<file path="config.mk">
export PLATFORM = sky130hd
export DESIGN_NAME = ex_mem_skid
export DESIGN_NICKNAME = d
export VERILOG_FILES = /design/src/rtl/ex_mem_skid.sv
export SDC_FILE = /design/constraint.sdc
export NUM_CORES = 1
export LEC_CHECK = 0
export BUFFER_PORTS_ARGS = -buffer_cell sky130_fd_sc_hd__buf_2
export CORE_MARGIN = 10
export CORE_UTILIZATION = 53
export DETAILED_ROUTE_END_ITERATION = 16
export GPL_TIMING_DRIVEN = 0
export HOLD_SLACK_MARGIN = 0.1
export PLACE_DENSITY = 0.8
export SLEW_MARGIN = 25
export SYNTH_ARGS = -nofsm -noshare
export SYNTH_HDL_FRONTEND = slang
export SYNTH_SLANG_ARGS = --single-unit
export TNS_END_PERCENT = 1
</file>
<file path="constraint.sdc">
create_clock -name clk -period 1.65 [get_ports clk]
set_input_delay 0 -clock clk [delete_from_list [all_inputs] [get_ports clk]]
set_output_delay 0 -clock clk [all_outputs]
set_load 0.01 [all_outputs]
</file>
<file path="src/rtl/ex_mem_skid.sv">
// ex_mem_skid: two-entry EX/MEM skid buffer with valid/ready handshake and flush.
// Optional EX_MEM_FWD_EN adds fwd_* outputs exposing the youngest buffered write.
module ex_mem_skid #(
  parameter int DATA_W = 32,
  parameter int ADDR_W = 5
) (
  input  logic              clk,
  input  logic              rst,
  input  logic              flush,
  input  logic              ex_valid,
  output logic              ex_ready,
  input  logic [ADDR_W-1:0] ex_wd,
  input  logic              ex_wreg,
  input  logic [DATA_W-1:0] ex_wdata,
  output logic              mem_valid,
  input  logic              mem_ready,
  output logic [ADDR_W-1:0] mem_wd,
  output logic              mem_wreg,
  output logic [DATA_W-1:0] mem_wdata,
  output logic [1:0]        occupancy
`ifdef EX_MEM_FWD_EN
  ,
  output logic              fwd_valid,
  output logic [ADDR_W-1:0] fwd_wd,
  output logic [DATA_W-1:0] fwd_wdata
`endif
);
  typedef enum logic [1:0] {EMPTY = 2'd0, ONE = 2'd1, FULL = 2'd2} state_t;
  state_t state, state_n;
  logic [ADDR_W-1:0] main_wd, skid_wd;
  logic              main_wreg, skid_wreg;
  logic [DATA_W-1:0] main_wdata, skid_wdata;
  logic accept, pop, ld_main_ex, ld_main_skid, ld_skid, clr_main;
  assign ex_ready  = state != FULL;
  assign mem_valid = state != EMPTY;
  assign occupancy = state;
  assign accept    = ex_valid & ex_ready;
  assign pop       = mem_valid & mem_ready;
  assign mem_wd    = main_wd;
  assign mem_wreg  = main_wreg;
  assign mem_wdata = main_wdata;
  always_comb begin
    state_n      = state;
    ld_main_ex   = 1'b0;
    ld_main_skid = 1'b0;
    ld_skid      = 1'b0;
    clr_main     = 1'b0;
    case (state)
      EMPTY: begin
        state_n    = accept ? ONE : EMPTY;
        ld_main_ex = accept;
      end
      ONE: begin
        state_n    = accept ? (pop ? ONE : FULL) : (pop ? EMPTY : ONE);
        ld_main_ex = accept & pop;
        ld_skid    = accept & ~pop;
        clr_main   = ~accept & pop;
      end
      FULL: begin
        state_n      = pop ? ONE : FULL;
        ld_main_skid = pop;
      end
      default: state_n = EMPTY;
    endcase
  end
  // rst and flush share one path and override every handshake in that cycle
  always_ff @(posedge clk) begin
    if (rst || flush) begin
      state      <= EMPTY;
      main_wd    <= '0;
      main_wreg  <= 1'b0;
      main_wdata <= '0;
      skid_wd    <= '0;
      skid_wreg  <= 1'b0;
      skid_wdata <= '0;
    end else begin
      state <= state_n;
      if (ld_main_ex) begin
        main_wd    <= ex_wd;
        main_wreg  <= ex_wreg;
        main_wdata <= ex_wdata;
      end else if (ld_main_skid) begin
        main_wd    <= skid_wd;
        main_wreg  <= skid_wreg;
        main_wdata <= skid_wdata;
      end else if (clr_main) begin
        main_wd    <= '0;
        main_wreg  <= 1'b0;
        main_wdata <= '0;
      end
      if (ld_skid) begin
        skid_wd    <= ex_wd;
        skid_wreg  <= ex_wreg;
        skid_wdata <= ex_wdata;
      end
    end
  end
`ifdef EX_MEM_FWD_EN
  logic skid_hit, main_hit;
  assign skid_hit  = (state == FULL) & skid_wreg;
  assign main_hit  = (state != EMPTY) & main_wreg;
  assign fwd_valid = skid_hit | main_hit;
  assign fwd_wd    = skid_hit ? skid_wd : main_hit ? main_wd : '0;
  assign fwd_wdata = skid_hit ? skid_wdata : main_hit ? main_wdata : '0;
`endif
endmodule
</file>
# [Word-level counts from Yosys, hierarchy flattened]
# Cells that the tools add are included.
[totals] ff_bits=78 in_bits=43 output_inout_bits=42 word_cells=39
[classes] eq_ne=3 muxes=18 n_bitwise=7 reduce_logical=4
[ops] op="$mux W32" count=3
[ops] op="$mux W5" count=3
[ops] op="$mux W1" count=8
[ops] op="$pmux W2 S3" count=1
[ops] op="$and A1 B1 Y1" count=5
[ops] op="$mux W2" count=2
[ops] op="$reduce_bool A3 Y1" count=1
[ops] op="$eq A2 B1 Y1 const B" count=1
[ops] op="$eq A2 B2 Y1 const B" count=1
[ops] op="$logic_not A2 Y1" count=1
[ops] op="$ne A2 B2 Y1 const B" count=1
[ops] op="$not A1 Y1" count=2
[ops] op="$pmux W1 S2" count=1
[ops] op="$reduce_bool A2 Y1" count=1
[ops] op="$logic_or A1 B1 Y1" count=1

# [Longest topological paths before layout]
[logic_depth] word_depth=8 mapped_depth=6 mapped_depth_nobuf=3

# [Worst setup path after synthesis]
# OpenSTA, ideal clock, no wires.
[synth_path] path_type="register to register" start="register state[1] (netlist: occupancy[1])" end="register main_wdata[10] (netlist: mem_wdata[10])" setup_time_ns=0.146 t_arrival_ns=1.467 required_ns=1.504 slack_ns=0.037 stages_incl_launch_ff=7 path_buffers=3 period_less_slack_ns=1.613 cell_sequence="dfxtp_1 > buf_6 > mux2_4 > buf_2 > buf_4 > a211oi_1 > a211oi_2"
[synth_via] elab_chain_cells=6 word_cells_on_any_way=16 cone_classes="eq/ne: 3; mux: 5; bitwise: 5; reduce/logical: 3"
[synth_lines] item="start, declared" line_no="29" source="state_t state, state_n;"
[synth_lines] item="start signal, assigned" line_no="77" source="state <= state_n;"
[synth_lines] item="$ne A2 B2 Y1" line_no="34" source="assign ex_ready = state != FULL;"
[synth_lines] item="$and A1 B1 Y1" line_no="37" source="assign accept = ex_valid & ex_ready;"
[synth_lines] item="$not A1 Y1" line_no="57" source="clr_main = ~accept & pop;"
[synth_lines] item="$and A1 B1 Y1" line_no="57"
[synth_lines] item="$mux W1" line_no="48" source="case (state)"
[synth_lines] item="$reduce_bool A3 Y1 (no source line)"
[synth_lines] item="end signal, assigned" line_no="81" source="main_wdata <= ex_wdata;"
[synth_lines] item="end signal, assigned" line_no="85" source="main_wdata <= skid_wdata;"
[synth_lines] item="end, declared" line_no="32" source="logic [DATA_W-1:0] main_wdata, skid_wdata;"
# Parallel ways exist; a longest one is shown, timed or not.
# A chain may end at the register's enable or synchronous reset.

# [Worst setup path after layout]
[layout_path] start="register state[1] (netlist: occupancy[1])" end="register main_wdata[23] (netlist: mem_wdata[23])"
# Same word-level chain as after synthesis.

==> flow_summary.yaml <==
synth:
  async_flop_share_pct: 0
  synth.top_cells.by_count: "nand2_1 (79), dfxtp_1 (78), a211oi_1 (57)"
  yosysWarnings: 0
  synth_cell_type_count: 22
  synth_top_area_share_pct: 45.9
  ys_ff_latch: 78
  synth_area_per_cell_um2: 9.18
  synth.largest_area_cell: "dfxtp_1"
  ys_seq_area_share_pct: 45.9
  syn-instance-count: 371
  synth_edf_count: 0
  ys.flop_type: "dfxtp_1"
  yosysMostFrequentCell: "nand2_1"
  syn-cell-area_um2: 3400
  synthTopCellsByArea: "dfxtp_1 (46%), a211oi_1 (13%), a32oi_1 (9.8%), nand2_1 (8.7%), a211oi_2 (7.4%)"
  syn-num-nets: 414
detailed_routing:
  drc: 0
  ant_nets: 0
  drt-pass1-iter-count: 5
  via_per_inst: 5.84
  wl_per_cell_um: 17.3
  route.vias.total: 3436
  drtIter0Drc: 157
  drt_wl_total_um: 10100
worst_setup_path:
  regToRegSetupSlack_ps: -2
  r2r-start: "occupancy[1]$_SDFF_PP0_"
  end_kind: "flip-flop"
  cp.arrival_ps: 1870
  critPathKind: "flip-flop to flip-flop"
  cp_data_required_time_ps: 1870
  cp-startpoint: "occupancy[1]$_SDFF_PP0_"
  r2r-end: "mem_wdata[23]$_SDFFE_PP0P_"
  crit_fanout: 10
  reg2reg_depth: 5
  crit_end: "mem_wdata[23]$_SDFFE_PP0P_"
  cp-start-kind: "flip-flop"
global_route:
  antenna_found_initial: 0
  overflow: 0
  grt_pass1_vias: 3400
  grt_pass1_wl_um: 16400
  grt_usage_pct: 19.4
  grt_max_degree: 14
pwr:
  ir_drop_uv: 617
  pwr_density_cell_nw_per_um2: 863
  total_leakage_power_nw: 1.71
  finalPower_mw: 4.00
clock_network:
  cts_buffers: 9
  htree_levels: 3
  clk-insertion-delay-late_ps: 350
  clockBufferDepth: 2
  cts_tree: "yes"
  clk_pin_slew_worst_paths_ps: 80
  clkSinkCount: 78
  root_buffer: "clkbuf_8"
floorplanning:
  pin_count: 85
  rows: 29
  die_w_um: 100
  die_h_um: 100
  design.core.area_um2: 6280
  initial_core_util_pct: 54.2
  dieArea_um2: 10000
timing:
  skew_ps: 11.0
  fin_setup_tns_ps: -2.18
  fmaxAchievable_mhz: 605
  post-route-period-util_pct: 100
  slew_headroom_pct: 52.1
  maxSlewViolCount: 0
  max_slew.worst_pin.slew_ps: 718
  finalCriticalPeriod_ps: 1650
  final_hold_viol_count: 0
  finalSetupViolations: 1
  timing.final.ws_setup_ps: -2.18
  rsz0062_at_grt: "true"
outcome:
  status: "finished, violations left"
  violations: "negative setup slack"
place:
  dp_cells: 532
  place.port_buffers: 84
  dp_slack_ps: -91.6
  dpl_cell_area_um2: 3920
  hpwl_um: 6790
  place.gp.congestion: 0.806
layout:
  area_growth_syn_to_layout_pct: 36.2
  nets: 549
  drive_gt1_share_pct: 33.3
  fin_area_um2: 4640
  antenna_cells: 0
  layout.cells.non_filler: 588
min_path:
  hold_path_depth: 4
  holdCritPathClass: "input port to flip-flop"
job:
  drv_cap: 0
[layout by cell type (no fill, tap or decap)]
cell | netlist | routed
a211oi_2 | 20 | 36
nand2b_1 | 1 | 1
or3b_2 | 1 | 1
a32oi_1 | 38 | 38
and3b_1 | 2 | 2
clkinvlp_4 | 0 | 3
clkbuf_1 | 25 | 19
nand4bb_1 | 1 | 1
nand3b_1 | 1 | 1
clkinv_2 | 0 | 2
clkbuf_2 | 0 | 8
nand2_1 | 79 | 79
dlygate4sd3_1 | 0 | 40
a21o_1 | 2 | 2
buf_6 | 3 | 4
a21oi_1 | 39 | 39
dfxtp_2 | 0 | 2
buf_4 | 3 | 4
or2_2 | 2 | 2
nor2b_1 | 1 | 1
a211oi_1 | 57 | 41
dfxtp_1 | 78 | 76
clkbuf_4 | 0 | 6
mux2_4 | 1 | 1
inv_1 | 1 | 1
buf_8 | 0 | 1
buf_2 | 14 | 89
bufinv_16 | 0 | 1
clkbuf_8 | 0 | 9
and4bb_2 | 1 | 1
[where the power goes]
| group | leakage [nW] | internal, mW | switching, mW |
|---|---|---|---|
| registers | 0.634 | 1.93 | 0.0344 |
| clock network | 0.0883 | 0.694 | 0.700 |
| logic | 0.986 | 0.297 | 0.342 |
| total | 1.71 | 2.92 | 1.08 |
[logic make-up after synthesis]
kind of cell,count (synthesis),synth area share [%]
AO/OA/AOI/OAI,156,35.9
buffers and inverters,47,6.69
flip-flops,78,45.9
multiplexers,1,0.441
AND/OR/NAND/NOR,89,11.1
[worst max-delay path, cell delays in order (launching register included)]
cell	delay, ps
dfxtp_2	360
buf_6	140
mux2_4	320
clkbuf_1	230
a211oi_1	370
a211oi_1	100
[layer usage]
| metal | vias up | GRT usage, % | wire [µm] |
|---|---|---|---|
| li1 | 1672 | - | - |
| met1 | 1634 | 24.1 | 4440 |
| met2 | 120 | 30.9 | 4810 |
| met3 | 10 | 5.22 | 755 |
| met4 | 0 | 8.15 | 138 |
| met5 | - | 0 | 0 |
[worst min-delay path by stage]
| stage | start | endpoint | slack, ps |
|---|---|---|---|
| finish | ex_wdata[19] | skid_wdata[19]$_SDFFE_PP0P_ | 450 |
| global route | ex_wdata[0] | skid_wdata[0]$_SDFFE_PP0P_ | 460 |
| CTS | ex_wdata[26] | skid_wdata[26]$_SDFFE_PP0P_ | 430 |
| detailed placement | ex_wdata[25] | skid_wdata[25]$_SDFFE_PP0P_ | 260 |
| global placement | ex_wdata[9] | skid_wdata[9]$_SDFFE_PP0P_ | 250 |
| floorplan | mem_ready | occupancy[1]$_SDFF_PP0_ | 70 |
[registers in the layout, indices dropped and copies added (netlist names)]
register    flops
skid_wreg       1
mem_wdata      32
mem_wd          5
mem_wreg        1
occupancy       2
skid_wdata     32
skid_wd         5
[what timing repair did]
item	in CTS	in global routing
endpoints found under the setup margin	24	47
gates resized for setup	11	35
endpoints found under the hold margin	71	0
setup buffers	0	0
hold buffers	40	0
pin swaps	0	3
[final cells by class]
cell class	instances	area (µm²)
Clock inverter	6	62.6
Fill cell	475	1640
Multi-Input combinational cell	246	1700
Timing Repair Buffer	124	821
Inverter	1	3.75
Buffer	46	268
Tap cell	77	96.3
Clock buffer	10	128
Sequential cell	78	1560
[stage by stage]
stage          hold WS (ps)  utilization [%]
4_1_cts                 429             72.5
3_5_place_dp            260             62.5
3_3_place_gp            253             62.5
5_1_grt                 463             73.9
6_report                447             73.9
2_1_floorplan          72.8                -
No activity file was read; power rests on OpenSTA's default activity.
